File: src/rtl/ddr_ring_buffer_pkg.sv
// ddr_ring_buffer_pkg: shared output-state enum and pack-geometry helpers
//   pack_ratio(aw, iw) -> number of input lanes per packed word (R)
//   fill_width(aw, iw) -> width of the staged-lane counter ($clog2(R)+1)
package ddr_ring_buffer_pkg;
    typedef enum logic {IDLE, VALID} out_state_e;
    function automatic int pack_ratio(input int aw, input int iw);
        return aw / iw;
    endfunction
    function automatic int fill_width(input int aw, input int iw);
        return $clog2(aw / iw) + 1;
    endfunction
endpackage

File: src/rtl/ddr_ring_buffer_ingress_packer.sv
// ddr_ring_buffer_ingress_packer: stages input beats into lanes of one packed word
//   clk, clr       : clock, synchronous active-high flush of staged lanes
//   beat, s_tdata  : accepted input handshake and its data
//   s_tlast        : last flag of the accepted beat (closes the word early)
//   word, complete : packed word including the current beat, valid when complete=1
//   pack_fill      : number of lanes currently staged
module ddr_ring_buffer_ingress_packer
    import ddr_ring_buffer_pkg::*;
#(
    parameter int AXI_DATA_WIDTH = 32,
    parameter int IN_WIDTH = 8,
    localparam int R = pack_ratio(AXI_DATA_WIDTH, IN_WIDTH),
    localparam int FW = fill_width(AXI_DATA_WIDTH, IN_WIDTH)
)(
    input  logic                      clk,
    input  logic                      clr,
    input  logic                      beat,
    input  logic [IN_WIDTH-1:0]       s_tdata,
    input  logic                      s_tlast,
    output logic [AXI_DATA_WIDTH-1:0] word,
    output logic                      complete,
    output logic [FW-1:0]             pack_fill
);
    logic [AXI_DATA_WIDTH-1:0] stage;
    logic [FW-1:0]             lane;
    // Stage is cleared after every completed word, so unfilled lanes are already zero.
    always_comb begin
        word = stage;
        word[int'(lane) * IN_WIDTH +: IN_WIDTH] = s_tdata;
        complete = beat & (s_tlast | (lane == FW'(R - 1)));
    end
    always_ff @(posedge clk) begin
        if (clr) begin
            stage <= '0;
            lane  <= '0;
        end else if (beat) begin
            stage <= complete ? '0 : word;
            lane  <= complete ? '0 : lane + FW'(1);
        end
    end
    assign pack_fill = lane;
endmodule

File: src/rtl/ddr_ring_buffer_ingress.sv
// ddr_ring_buffer_ingress: packs narrow input beats into wide words for the ring buffer core
//   clk, rst, soft_rst              : clock, sync active-high reset and datapath flush
//   s_tdata/s_tvalid/s_tlast/s_tready : narrow input stream
//   m_tdata/m_tvalid/m_tlast/m_tready : packed output stream
//   write_offset                    : words handed over since the last end-of-block
//   ddr_eob, clear_eob              : sticky end-of-block flag and its clear
//   data_loss, drop_count           : overflow status (active only with DDR_RING_BUFFER_INGRESS_DROP_EN)
//   pack_fill                       : number of lanes currently staged
//   Macro DDR_RING_BUFFER_INGRESS_DROP_EN: never backpressure; drop words completed while stalled.
module ddr_ring_buffer_ingress
    import ddr_ring_buffer_pkg::*;
#(
    parameter int AXI_DATA_WIDTH = 32,
    parameter int IN_WIDTH = 8,
    parameter int DROP_CNT_WIDTH = 16,
    localparam int FW = fill_width(AXI_DATA_WIDTH, IN_WIDTH)
)(
    input  logic                      clk,
    input  logic                      rst,
    input  logic                      soft_rst,
    input  logic [IN_WIDTH-1:0]       s_tdata,
    input  logic                      s_tvalid,
    input  logic                      s_tlast,
    output logic                      s_tready,
    output logic [AXI_DATA_WIDTH-1:0] m_tdata,
    output logic                      m_tvalid,
    output logic                      m_tlast,
    input  logic                      m_tready,
    output logic [31:0]               write_offset,
    output logic                      ddr_eob,
    input  logic                      clear_eob,
    output logic                      data_loss,
    output logic [DROP_CNT_WIDTH-1:0] drop_count,
    output logic [FW-1:0]             pack_fill
);
    logic                      clr, beat, complete, load, m_hs;
    logic [AXI_DATA_WIDTH-1:0] word;
    out_state_e                state, state_nxt;
    assign clr = rst | soft_rst;
    assign beat = s_tvalid & s_tready;
    assign load = complete & (!m_tvalid | m_tready);
    assign m_hs = m_tvalid & m_tready;
    assign m_tvalid = state == VALID;
    ddr_ring_buffer_ingress_packer #(
        .AXI_DATA_WIDTH(AXI_DATA_WIDTH),
        .IN_WIDTH(IN_WIDTH)
    ) u_packer (
        .clk(clk),
        .clr(clr),
        .beat(beat),
        .s_tdata(s_tdata),
        .s_tlast(s_tlast),
        .word(word),
        .complete(complete),
        .pack_fill(pack_fill)
    );
    always_ff @(posedge clk) begin
        if (clr) state <= IDLE;
        else     state <= state_nxt;
    end
    // A new word keeps VALID; otherwise VALID drains only when the consumer takes it.
    always_comb begin
        state_nxt = (state == IDLE) ? (load ? VALID : IDLE) : ((load || !m_tready) ? VALID : IDLE);
    end
    always_ff @(posedge clk) begin
        if (clr) begin
            m_tdata <= '0;
            m_tlast <= 1'b0;
        end else if (load) begin
            m_tdata <= word;
            m_tlast <= s_tlast;
        end
    end
    always_ff @(posedge clk) begin
        if (clr) begin
            write_offset <= '0;
            ddr_eob      <= 1'b0;
        end else begin
            if (m_hs) write_offset <= m_tlast ? '0 : write_offset + 32'd1;
            if (m_hs && m_tlast) ddr_eob <= 1'b1;
            else if (clear_eob)  ddr_eob <= 1'b0;
        end
    end
`ifdef DDR_RING_BUFFER_INGRESS_DROP_EN
    logic drop;
    assign s_tready = !clr;
    assign drop = complete & m_tvalid & !m_tready;
    always_ff @(posedge clk) begin
        if (clr) begin
            data_loss  <= 1'b0;
            drop_count <= '0;
        end else if (drop) begin
            data_loss  <= 1'b1;
            drop_count <= (drop_count == '1) ? drop_count : drop_count + DROP_CNT_WIDTH'(1);
        end
    end
`else
    assign s_tready = !clr & (!m_tvalid | m_tready);
    assign data_loss = 1'b0;
    assign drop_count = '0;
`endif
endmodule

File: config.mk
export PLATFORM = sky130hd
export DESIGN_NAME = ddr_ring_buffer_ingress
export DESIGN_NICKNAME = d
export VERILOG_FILES = /design/src/rtl/ddr_ring_buffer_pkg.sv /design/src/rtl/ddr_ring_buffer_ingress_packer.sv /design/src/rtl/ddr_ring_buffer_ingress.sv
export SDC_FILE = /design/constraint.sdc
export NUM_CORES = 1
export LEC_CHECK = 0
export BUFFER_PORTS_ARGS = -buffer_cell sky130_fd_sc_hd__clkbuf_2
export CAP_MARGIN = 5
export CORE_ASPECT_RATIO = 1.1
export CORE_MARGIN = 2
export CORE_UTILIZATION = 50
export CTS_CLUSTER_DIAMETER = 200
export DETAILED_ROUTE_END_ITERATION = 10
export PLACE_DENSITY = 0.74
export SLEW_MARGIN = 20
export SYNTH_ARGS = -nofsm -noshare
export SYNTH_HDL_FRONTEND = slang
export SYNTH_SLANG_ARGS = --single-unit
File: constraint.sdc
create_clock -name clk -period 2.59 [get_ports clk]
set_input_delay 0.3885 -clock clk [delete_from_list [all_inputs] [get_ports clk]]
set_output_delay 0.3885 -clock clk [all_outputs]
set_load 0.02 [all_outputs]
==> impl_metrics.toml <==
[timing]
skew_ns = 0.01127
tns_ns = 0
worst_pin_slew_ns = 0.7027
drv_slew = 0
whs_ns = 0.2729
post-route-period-util_pct = 93.45
finalSetupViolCount = 0
hold_viol = 0
timing.final.crit_period_ns = 2.420
slew-limit-headroom_pct = 53.11
max_freq_ghz = 0.4131
rsz0062_at_grt = "false"

[hold_path]
holdCritStartpoint = "s_tlast"
min_path_type = "input port to flop"
hold_path_end = "m_tlast"
worstHoldPathCells = 3

[grt]
grt_pass1_vias = 3716
grt_max_degree = 66
antenna_found_initial = 0
grt_pass1_wl_microns = 17820
grtUsageTotal_pct = 22.25
grt-ovfl-total = 0

[layout]
fin_util_pct = 58.78
diodes = 0
drive_gt1_share_pct = 21.40
stdcell_area_sq_um = 5269
nNetsFinal = 599
syn_to_final_growth_pct = 13.41

[power_and_ir_drop]
p_sw_uw = 699.6
finalPower_uw = 2686
ir_drop_v = 0.0002723
clock_power_share_pct = 34.6
switching_share_pct = 26.04
p_int_uw = 1987
leakage_uw = 0.001892
pwr-share-comb_pct = 6.4
power_density_nw_per_um2 = 509.8
p_seq_share_pct = 59.0

[critical_path]
path_buf_inv = 2
crit_family = "simple AND/OR/NAND/NOR gates"
cp_max_fo = 9
crit_type = "flop to flop"
max_stage_delay_ns = 0.45
crit_path_end_kind = "flop"
critPathRequiredTime_ns = 2.92
cpMostUsedCell = "ha_1"
startpoint_type = "flop"
reg2reg_slack_ns = 0.17
reg2reg_from = "u_packer.pack_fill[0]"
cp_slowest_cell = "dfxtp_1"
ff2ff_path_depth = 8
crit_chain = "inv_1 > ha_1 > ha_1 > nand3b_1 > nor3_1 > buf_4 > and2_1 > a22o_1"
rr_endpoint = "u_packer.stage[19]"
arrival_ns = 2.75

[cts]
cts.clk_slew.worst_paths_ns = 0.10
clock_latency_ns = 0.38
cts_tree = "built"
postCtsSetupRepairBufs = 0
ctsHtreeMaxLevel = 3
ctsLongestPathBuffers = 2
ctsHoldBuffers = 0
clock_sinks = 102
cts.repair.resized = 0
numCtsBuffers = 9
cts_root_buffer = "clkbuf_8"

[synth]
async_reset_ff_share_pct = 0
syn_avg_cell_area_sq_um = 9.109
synthFlopType = "dfxtp_1"
synth_top_area_share_pct = 43.95
synth_area_sq_um = 4646
yosys_warnings = 0
ys_seq_elements = 102
synth_edf_count = 0
yosysUniqueCellTypes = 47
yosys-top-cells-area = "dfxtp_1 44%, mux2i_1 5.8%, nor2_1 5.5%"
synth.yosys.seq_area_share_pct = 43.95
syn_inst = 510
synth_top_area_cell = "dfxtp_1"
synth.most_common_cell = "dfxtp_1"
yosys-top-cells-count = "102 x dfxtp_1, 68 x nor2_1, 35 x nand2_1, 27 x mux2i_1"

[place]
placed_cell_area_sq_um = 5094
hpwl_microns = 7550
gp_congestion = 0.8586
portBuffers = 85

[die]
fp-row-count = 36
die_h_microns = 105.1
core_sq_um = 8964
ioPinCount = 103
die_x_microns = 95.91
die_area_sq_um = 10080
initial_core_util_pct = 51.83

[detailed_routing]
top_layer_used = "met4"
post-route-drc-count = 0
route.met2.wl_microns = 5286
detail_route.wl_per_cell_microns = 15.62
wl_met1_microns = 4895
viasPerCell = 5.723
vias = 3995
firstDrtPassIters = 4
routed_wl_microns = 10900
ant_nets = 0
route.met3.wl_microns = 543
drt_iter0_markers = 199

[run]
drv_cap = 0

[run_status]
status = "completed"
==> flip-flops by register name (all words and copies together) (netlist names) <==
name	count
ddr_eob	1
u_packer.pack_fill	3
m_tlast	1
u_packer.stage	32
write_offset	32
m_tdata	32
m_tvalid	1
==> worst reg2reg max path, cell delays in order (launching register included) <==
cell	delay (ns)
dfxtp_1	0.45
inv_1	0.15
ha_1	0.23
ha_1	0.25
nand3b_1	0.23
nor3_1	0.29
buf_4	0.26
and2_1	0.33
a22o_1	0.19
==> power groups by stage <==
stage | Sequential, uW | Combinational, uW | Clock, uW
floorplan | 1630 | 131 | 0
global placement | 1620 | 169 | 0
detailed placement | 1620 | 171 | 0
CTS | 1580 | 171 | 956
global route | 1590 | 187 | 1020
finish | 1580 | 172 | 930
==> routing by layer <==
layer / up-vias / global-route usage [%]
li1: 1982 / -
met1: 1889 / 28.44
met2: 109 / 36.31
met3: 15 / 5.119
met4: 0 / 7.959
met5: - / 0
==> kinds of logic after synthesis <==
group	synth area share, %
buffers and inverters	7.891
adder cells (fa/ha/maj)	1.347
AND/OR/NAND/NOR	20.95
multiplexers	5.817
other	0.08072
XOR/XNOR	2.074
flip-flops	43.95
AO/OA/AOI/OAI	17.88
==> worst max path at each step <==
stage,slack (ns),depth (start not counted),start,end
2_1_floorplan,0.27,8,u_packer.pack_fill[0],u_packer.stage[0]
3_3_place_gp,0.36,8,u_packer.pack_fill[0],u_packer.stage[16]
3_5_place_dp,0.23,8,u_packer.pack_fill[0],u_packer.stage[19]
4_1_cts,0.19,8,u_packer.pack_fill[0],u_packer.stage[19]
5_1_grt,0.004,8,u_packer.pack_fill[0],u_packer.stage[19]
6_report,0.17,8,u_packer.pack_fill[0],u_packer.stage[19]
==> cell usage in the layout, fill, tap and decap left out, types with 3 or more instances in the layout <==
cell and count:
nand4_1 12, nand2b_1 4, nand3_1 12, o21ai_0 4
and4_1 8, clkbuf_2 85, o31ai_1 15, a22o_1 16
nor2_1 68, clkbuf_8 9, buf_4 15, ha_1 5
nand2_1 35, inv_1 8, a32oi_1 16, xor2_1 5
or4_1 14, a21oi_1 24, conb_1 17, mux2i_1 27
a311oi_1 8, and3_1 6, nor3_1 6, or3_1 3
a211oi_1 24, dfxtp_1 102, xnor2_1 6, or2_2 3
==> area by class of cell <==
cell class                      count  area [sq um]
Sequential cell                   102          2042
Inverter                            8         30.03
Fill cell                         797          3695
Multi-Input combinational cell    357          2321
Clock buffer                       11         131.4
Tap cell                          114         142.6
Clock inverter                      5         43.79
Timing Repair Buffer              101         558.0
==> per-stage QoR <==
step                      cells  setup slack, ns
after detailed placement    682           0.2259
after CTS                   698           0.1896
after global routing        698         0.003906
after global placement      682           0.3550
final                       698           0.1696
after floorplan             526           0.2699
Power figures use the tool's default switching activity.
